## src/rtl/alu_pkg.sv

```systemverilog
// Shared definitions for the ALU: opcode encodings and fixed shift constants.
package alu_pkg;

    // Operation select encodings carried on aluop.
    typedef enum logic [2:0] {
        OP_ADD         = 3'b000,
        OP_SHIFT_LEFT  = 3'b001,
        OP_SHIFT_RIGHT = 3'b010,
        OP_XOR         = 3'b011,
        OP_OR          = 3'b100,
        OP_AND         = 3'b101,
        OP_RSVD6       = 3'b110,
        OP_RSVD7       = 3'b111
    } aluop_e;

    // Width of the aluop field.
    localparam int ALUOP_W = 3;

    // Fixed left shift used for the upper-immediate load.
    localparam int UIMM_SHIFT = 12;

    // Only the low bits of arg2 form the right-shift amount.
    localparam int SHAMT_W = 5;

endpackage : alu_pkg

```

## src/rtl/alu_if.sv

```systemverilog
// Operand/opcode/result bundle between an ALU user (master) and the ALU (slave).
interface alu_if #(
    parameter int WIDTH = 32
);
    import alu_pkg::*;

    logic [WIDTH-1:0]   arg1;
    logic [WIDTH-1:0]   arg2;
    logic [ALUOP_W-1:0] aluop;
    logic [WIDTH-1:0]   result;

    modport master (
        output arg1,
        output arg2,
        output aluop,
        input  result
    );

    modport slave (
        input  arg1,
        input  arg2,
        input  aluop,
        output result
    );

endinterface : alu_if

```

## src/rtl/alu.sv

```systemverilog
// Single-cycle ALU: combinational operation select feeding one output register.
// Result appears one clock after the operands; an asserted reset clears it at once.
module alu
    import alu_pkg::*;
#(
    parameter int WIDTH = 32
) (
    input  logic  clk,
    input  logic  rst,
    alu_if.slave  bus
);

    logic [WIDTH-1:0]   result_d;
    logic [WIDTH-1:0]   result_q;
    logic [SHAMT_W-1:0] shamt;

    // Right-shift amount uses only the low bits of arg2; upper bits are ignored.
    assign shamt = bus.arg2[SHAMT_W-1:0];

    // Select the operation; reserved encodings resolve to zero so nothing undefined reaches the register.
    always_comb begin
        result_d = '0;
        case (bus.aluop)
            OP_ADD:         result_d = bus.arg1 + bus.arg2;
            OP_SHIFT_LEFT:  result_d = bus.arg2 << UIMM_SHIFT;
            OP_SHIFT_RIGHT: result_d = bus.arg1 >> shamt;
            OP_XOR:         result_d = bus.arg1 ^ bus.arg2;
            OP_OR:          result_d = bus.arg1 | bus.arg2;
            OP_AND:         result_d = bus.arg1 & bus.arg2;
            default:        result_d = '0;
        endcase
    end

    // Output register: cleared asynchronously while rst is low, otherwise loads every edge.
    always_ff @(posedge clk or negedge rst) begin
        if (!rst) begin
            result_q <= '0;
        end else begin
            result_q <= result_d;
        end
    end

    assign bus.result = result_q;

endmodule : alu

```

## src/flat_wrapper.sv

```systemverilog
// flat-port wrapper written by rule: the top's interface ports become plain ports
module alu_flat import alu_pkg::*;
#(
    parameter int WIDTH = 32
)
  (clk, rst, bus_arg1, bus_arg2, bus_aluop, bus_result);
  alu_if #(.WIDTH(WIDTH)) bus_i ();
  input  logic clk;
  input  logic rst;
  input wire logic [$bits(bus_i.arg1)-1:0] bus_arg1;
  input wire logic [$bits(bus_i.arg2)-1:0] bus_arg2;
  input wire logic [$bits(bus_i.aluop)-1:0] bus_aluop;
  output wire logic [$bits(bus_i.result)-1:0] bus_result;
  assign bus_i.arg1 = bus_arg1;
  assign bus_i.arg2 = bus_arg2;
  assign bus_i.aluop = bus_aluop;
  assign bus_result = bus_i.result;
  alu #(.WIDTH(WIDTH)) u_core (.clk(clk), .rst(rst), .bus(bus_i));
endmodule
```

## config.mk

```make
export PLATFORM = sky130hd
export DESIGN_NAME = alu_flat
export DESIGN_NICKNAME = d
export VERILOG_FILES = /design/src/rtl/alu_pkg.sv /design/src/rtl/alu_if.sv /design/src/rtl/alu.sv /design/src/flat_wrapper.sv
export SDC_FILE = /design/constraint.sdc
export NUM_CORES = 1
export LEC_CHECK = 0
export BUFFER_PORTS_ARGS = -buffer_cell sky130_fd_sc_hd__buf_2
export CORE_AREA = 2 2 117 119
export CTS_BUF_LIST = sky130_fd_sc_hd__clkbuf_4
export DETAILED_ROUTE_END_ITERATION = 16
export DIE_AREA = 0 0 119 121
export GPL_ROUTABILITY_DRIVEN = 0
export GPL_TIMING_DRIVEN = 0
export MAX_ROUTING_LAYER = met4
export PLACE_DENSITY = 0.66
export SLEW_MARGIN = 20
export SYNTH_ARGS = -nofsm -noshare
export SYNTH_HDL_FRONTEND = slang
export SYNTH_SLANG_ARGS = --single-unit
```

## constraint.sdc

```tcl
create_clock -name clk -period 0.8 [get_ports clk]
set_input_delay 0.04 -clock clk [delete_from_list [all_inputs] [get_ports clk]]
set_output_delay 0.04 -clock clk [all_outputs]
set_load 0.03 [all_outputs]
```

# Word level (Yosys, flattened, before mapping)
# Cells that the tools add are included.
[totals]
inputBits = 69
elab_cells = 13
register_bits = 32
[classes]
bitwise_logic = 3
n_eq_ne = 5
mux = 1
n_reduce_logical = 1
shifts = 1
add_sub_neg = 1
[op_table]
columns = ["op", "count"]
rows = [
  ["$pmux 32 s6", 1],
  ["$add 32x32->32", 1],
  ["$and 32x32->32", 1],
  ["$or 32x32->32", 1],
  ["$shr 32x5->32", 1],
  ["$xor 32x32->32", 1],
  ["$eq 3x2->1 const B", 2],
  ["$eq 3x3->1 const B", 2],
  ["$eq 3x1->1 const B", 1],
  ["$logic_not 3->1", 1],
]

# Logic depth before layout (Yosys ltp)
[logic_depth]
depth_word = 2
mapped_depth = 13
depth_no_buf = 10

# Worst setup path before layout
# OpenSTA, ideal clock, no wires.
[synth_timing]
path_kind = "input-to-reg"
startpoint = "input port bus_arg2[3]"
endpoint = "register u_core.result_q[28], in the netlist u_core.bus.result[28]"
path_buffers = 3
setup_time_ns = 0.128
required_time_ns = 0.672
t_arrival_ns = 3.114
path_slack_ns = -2.442
path_stages = 13
cell_sequence = "clkbuf_1 inv_1 clkbuf_1 buf_1 ha_1 and3_1 a221oi_1 or4b_4 a31oi_4 o311a_2 o221ai_1 mux2i_1 nand3_1"
[synth_between]
elab_chain_len = 2
elab_cells_between_ends = 3
[synth_lines]
columns = ["item", "line_no", "rtl"]
rows = [
  ["start: declaration", "flat_wrapper.sv:11", "input wire logic [$bits(bus_i.arg2)-1:0] bus_arg2;"],
  ["$add 32x32->32 or $shr 32x5->32 (tied branches)", "alu.sv:24, alu.sv:26", ""],
  ["$pmux 32 s6 *", "alu.sv:23", "case (bus.aluop)"],
  ["net u_core.result_d[28]", "alu.sv:13", "logic [WIDTH-1:0] result_d;"],
  ["end signal: assignment", "alu.sv:39", "result_q <= result_d;"],
  ["end: declaration", "alu.sv:14", "logic [WIDTH-1:0] result_q;"],
]
# The timed path passes the listed nets; every way through them passes the cells marked *.

# Worst setup path in the final report
[layout_timing]
startpoint = "input port bus_arg2[11]"
endpoint = "register u_core.result_q[28], in the netlist u_core.bus.result[28]"
[layout_between]
elab_chain_len = 2
[layout_lines]
columns = ["item", "line_no", "rtl"]
rows = [
  ["$add 32x32->32", "alu.sv:24", "OP_ADD: result_d = bus.arg1 + bus.arg2;"],
  ["$pmux 32 s6", "alu.sv:23", ""],
  ["net u_core.result_d[28]", "alu.sv:13", ""],
]
# The timed path passes the listed nets, and every way through them passes these cells.

==> flow_summary.ini <==
[status]
outcome = finished, violations left
violations = design-rule violations, negative setup slack

[die]
fp.dieH_um = 121
die_w_um = 119
boundaryPins = 101
die_area_sq_mm = 0.0144
initial_core_util_pct = 44.3
rows = 42
fp.coreArea_sq_mm = 0.0131

[power_and_ir_drop]
p_int_mw = 5.23
total_power_mw = 9.81
p_leak_nw = 3.96
p_comb_share_pct = 66.9
clockPowerShare_pct = 13.7
ir_drop_v = 0.000625
seqPwrFrac_pct = 19.4
p_sw_share_pct = 46.7
power_density_mw_per_mm2 = 1130
power_switching_mw = 4.58

[worst_setup_path]
path_buf_inv = 5
crit_fanout = 8
crit_top_cell = buf_6
critPathTopFamily = compound AO/OA/AOI/OAI gates
crit_chain = buf_2 > inv_1 > ha_1 > buf_6 > a21oi_1 > o21ai_1 > a221oi_4 > a31oi_4 > buf_4 > buf_6 > o311a_4 > o221ai_2 > mux2i_1 > nand3_1
arrival_ns = 2.75
crit_slowest_cell = a221oi_4
cpPeakStageDelay_ns = 0.34
startpoint_type = primary input
worstSetupPathType = primary input to flip-flop
critPathRequiredTime_ns = 1.06
critPathCaptureType = flip-flop

[finish]
fin_area_sq_mm = 0.00872
layout_common_cells = nand2_1, inv_1, nor2_1, buf_2, a21oi_1
drive_gt1_share_pct = 36.9
fillers = 1058
largest_reg_flops = 32
area_growth_syn_to_layout_pct = 50.3
multi_input_area_sq_mm = 0.00539
final_common_cell = nand2_1
num-nets-final = 1125
layout.cells.non_filler = 1169
utilization_pct = 66.6
ff_latch_area_sq_um = 801

[routing]
dr.pass1.iters = 11
vias = 7629
drc_errors = 1
avgRoutedWirePerCell_um = 23.6
routed_wl_mm = 27.6
drtIter0Drc = 1221
ant_nets = 0
via_per_inst = 6.53

[placement]
io_buffers = 98
dpl.hpwl_mm = 19.8
dp_slack_ns = -2.23
dp_cells = 1094
placed_area_sq_mm = 0.00681

[job]
drv_cap = 0

[yosys]
yosysSeqAreaShare_pct = 13.8
synth_compound_area_share_pct = 31.8
synthesis.nets = 954
ys_async_sr_fraction_pct = 100
ys_ff_latch = 32
synth-edff-count = 0
synth_top_family_by_area = compound AO/OA/AOI/OAI gates
synthAdderAreaFrac_pct = 14.1
synth-simple-area-share_pct = 18.1
synth_xor_area_share_pct = 1.96
synth_ff_type = dfrtp_1
synth.avg_cell_area_sq_um = 7.08
syn_inst = 820
synth_area_sq_mm = 0.00580
yosys-mux-area-fraction_pct = 10.6
yosys_warnings = 0
ys_types = 67

[worst_hold_path]
hp-class = primary input to async pin

[grt]
grt_pass1_vias = 6861
antenna_found_initial = 1
grt.overflow.total = 0
grt_use_total_pct = 37.1
grt_max_degree = 33
grt_pass1_wl_mm = 39.6

[clock_tree]
clk_pin_slew_ns = 0.12
cts-root-buf = clkbuf_4
clk_path_buf_depth = 2
cts_buffers = 5
h-tree-depth = 2
cts_tree = built
cts.sinks = 32

[sta]
finalSetupViolations = 64
fin_tns_setup_ns = -42.41
max_slew_margin_pct = 45.4
worst_pin_slew_ns = 0.818
drv_slew = 0
holdWs_ns = 0.144
period_share_pct = 311
hold_viol = 0
period_minus_slack_ns = 2.49
setup_slack_ns = -1.69
rsz0062_at_grt = true
fmax_mhz = 401
-- per-layer routing --
layer | share of wire (%) | track usage (%) | wire, um
met3 | 13 | 4.89 | 3520
met1 | 38 | 49.3 | 10400
met4 | 5.6 | 17.4 | 1540
met5 | 0 | - | 0
met2 | 44 | 56.0 | 12100
-- synthesized netlist by cell type, types with 3 or more instances --
cell	n	area, sq um
o311ai_0	4	35.0
a211oi_1	15	113
a31oi_1	13	81.3
and3_1	7	43.8
a22oi_1	4	30.0
o21ai_1	9	45.0
xor2_1	6	52.6
ha_1	64	801
or2_2	3	18.8
o22ai_1	4	25.0
a21oi_1	75	375
xnor2_1	7	61.3
or3_1	3	18.8
nand2_1	92	345
o21ai_0	69	345
nand3_1	16	80.1
nor3_1	17	85.1
buf_2	7	35.0
nor2_1	68	255
nand4_1	7	43.8
mux4_2	9	203
a221oi_1	22	193
nor2b_1	5	31.3
mux2i_1	38	380
clkbuf_1	48	180
inv_1	78	293
nand2b_1	3	18.8
nor3b_1	4	30.0
buf_1	7	26.3
o221ai_1	10	87.6
dfrtp_1	32	801
a21o_1	13	97.6
o211ai_1	14	105
o21bai_1	5	37.5
-- area by class of cell --
cell class,count,share of cell area (%)
multi-input cells,645,61.8
repair buffers,165,15.3
flip-flops and latches,32,9.18
plain buffers,62,6.36
inverters,80,3.87
well taps,176,2.53
clock inverters,3,0.488
clock buffers,5,0.431
diodes,1,0.0287
-- cells by family after synthesis --
group	Yosys count
compound gates	282
fa+ha+maj	65
xor+xnor	13
buf+inv	143
mux	50
flops	32
simple gates	235
-- worst max path at each step --
| stage | depth (start not counted) | startpoint | end |
|---|---|---|---|
| after detailed placement | 13 | bus_arg2[1] | u_core.bus.result[31] |
| after floorplan | 13 | bus_arg2[3] | u_core.bus.result[30] |
| final | 14 | bus_arg2[11] | u_core.bus.result[28] |
| after CTS | 15 | bus_arg2[3] | u_core.bus.result[30] |
| after global placement | 13 | bus_arg2[1] | u_core.bus.result[31] |
| after global routing | 14 | bus_arg2[11] | u_core.bus.result[28] |
-- power groups by stage --
stage,clock network [mW],registers [mW],logic [mW]
floorplan,0,2.31,2.72
global placement,0,1.88,4.61
detailed placement,0,1.88,4.63
CTS,1.33,1.90,5.67
global route,1.44,1.92,6.86
finish,1.34,1.90,6.57
-- repair_timing --
action / CTS / global route
endpoints found under the hold margin: 32 / 0
cloned: 1 / 0
pin swaps: 43 / 37
gates resized for setup: 215 / 111
setup buffers: 40 / 26
setup endpoints to repair: 64 / 96
hold buffers: 1 / 0
Power figures use the tool's default switching activity.
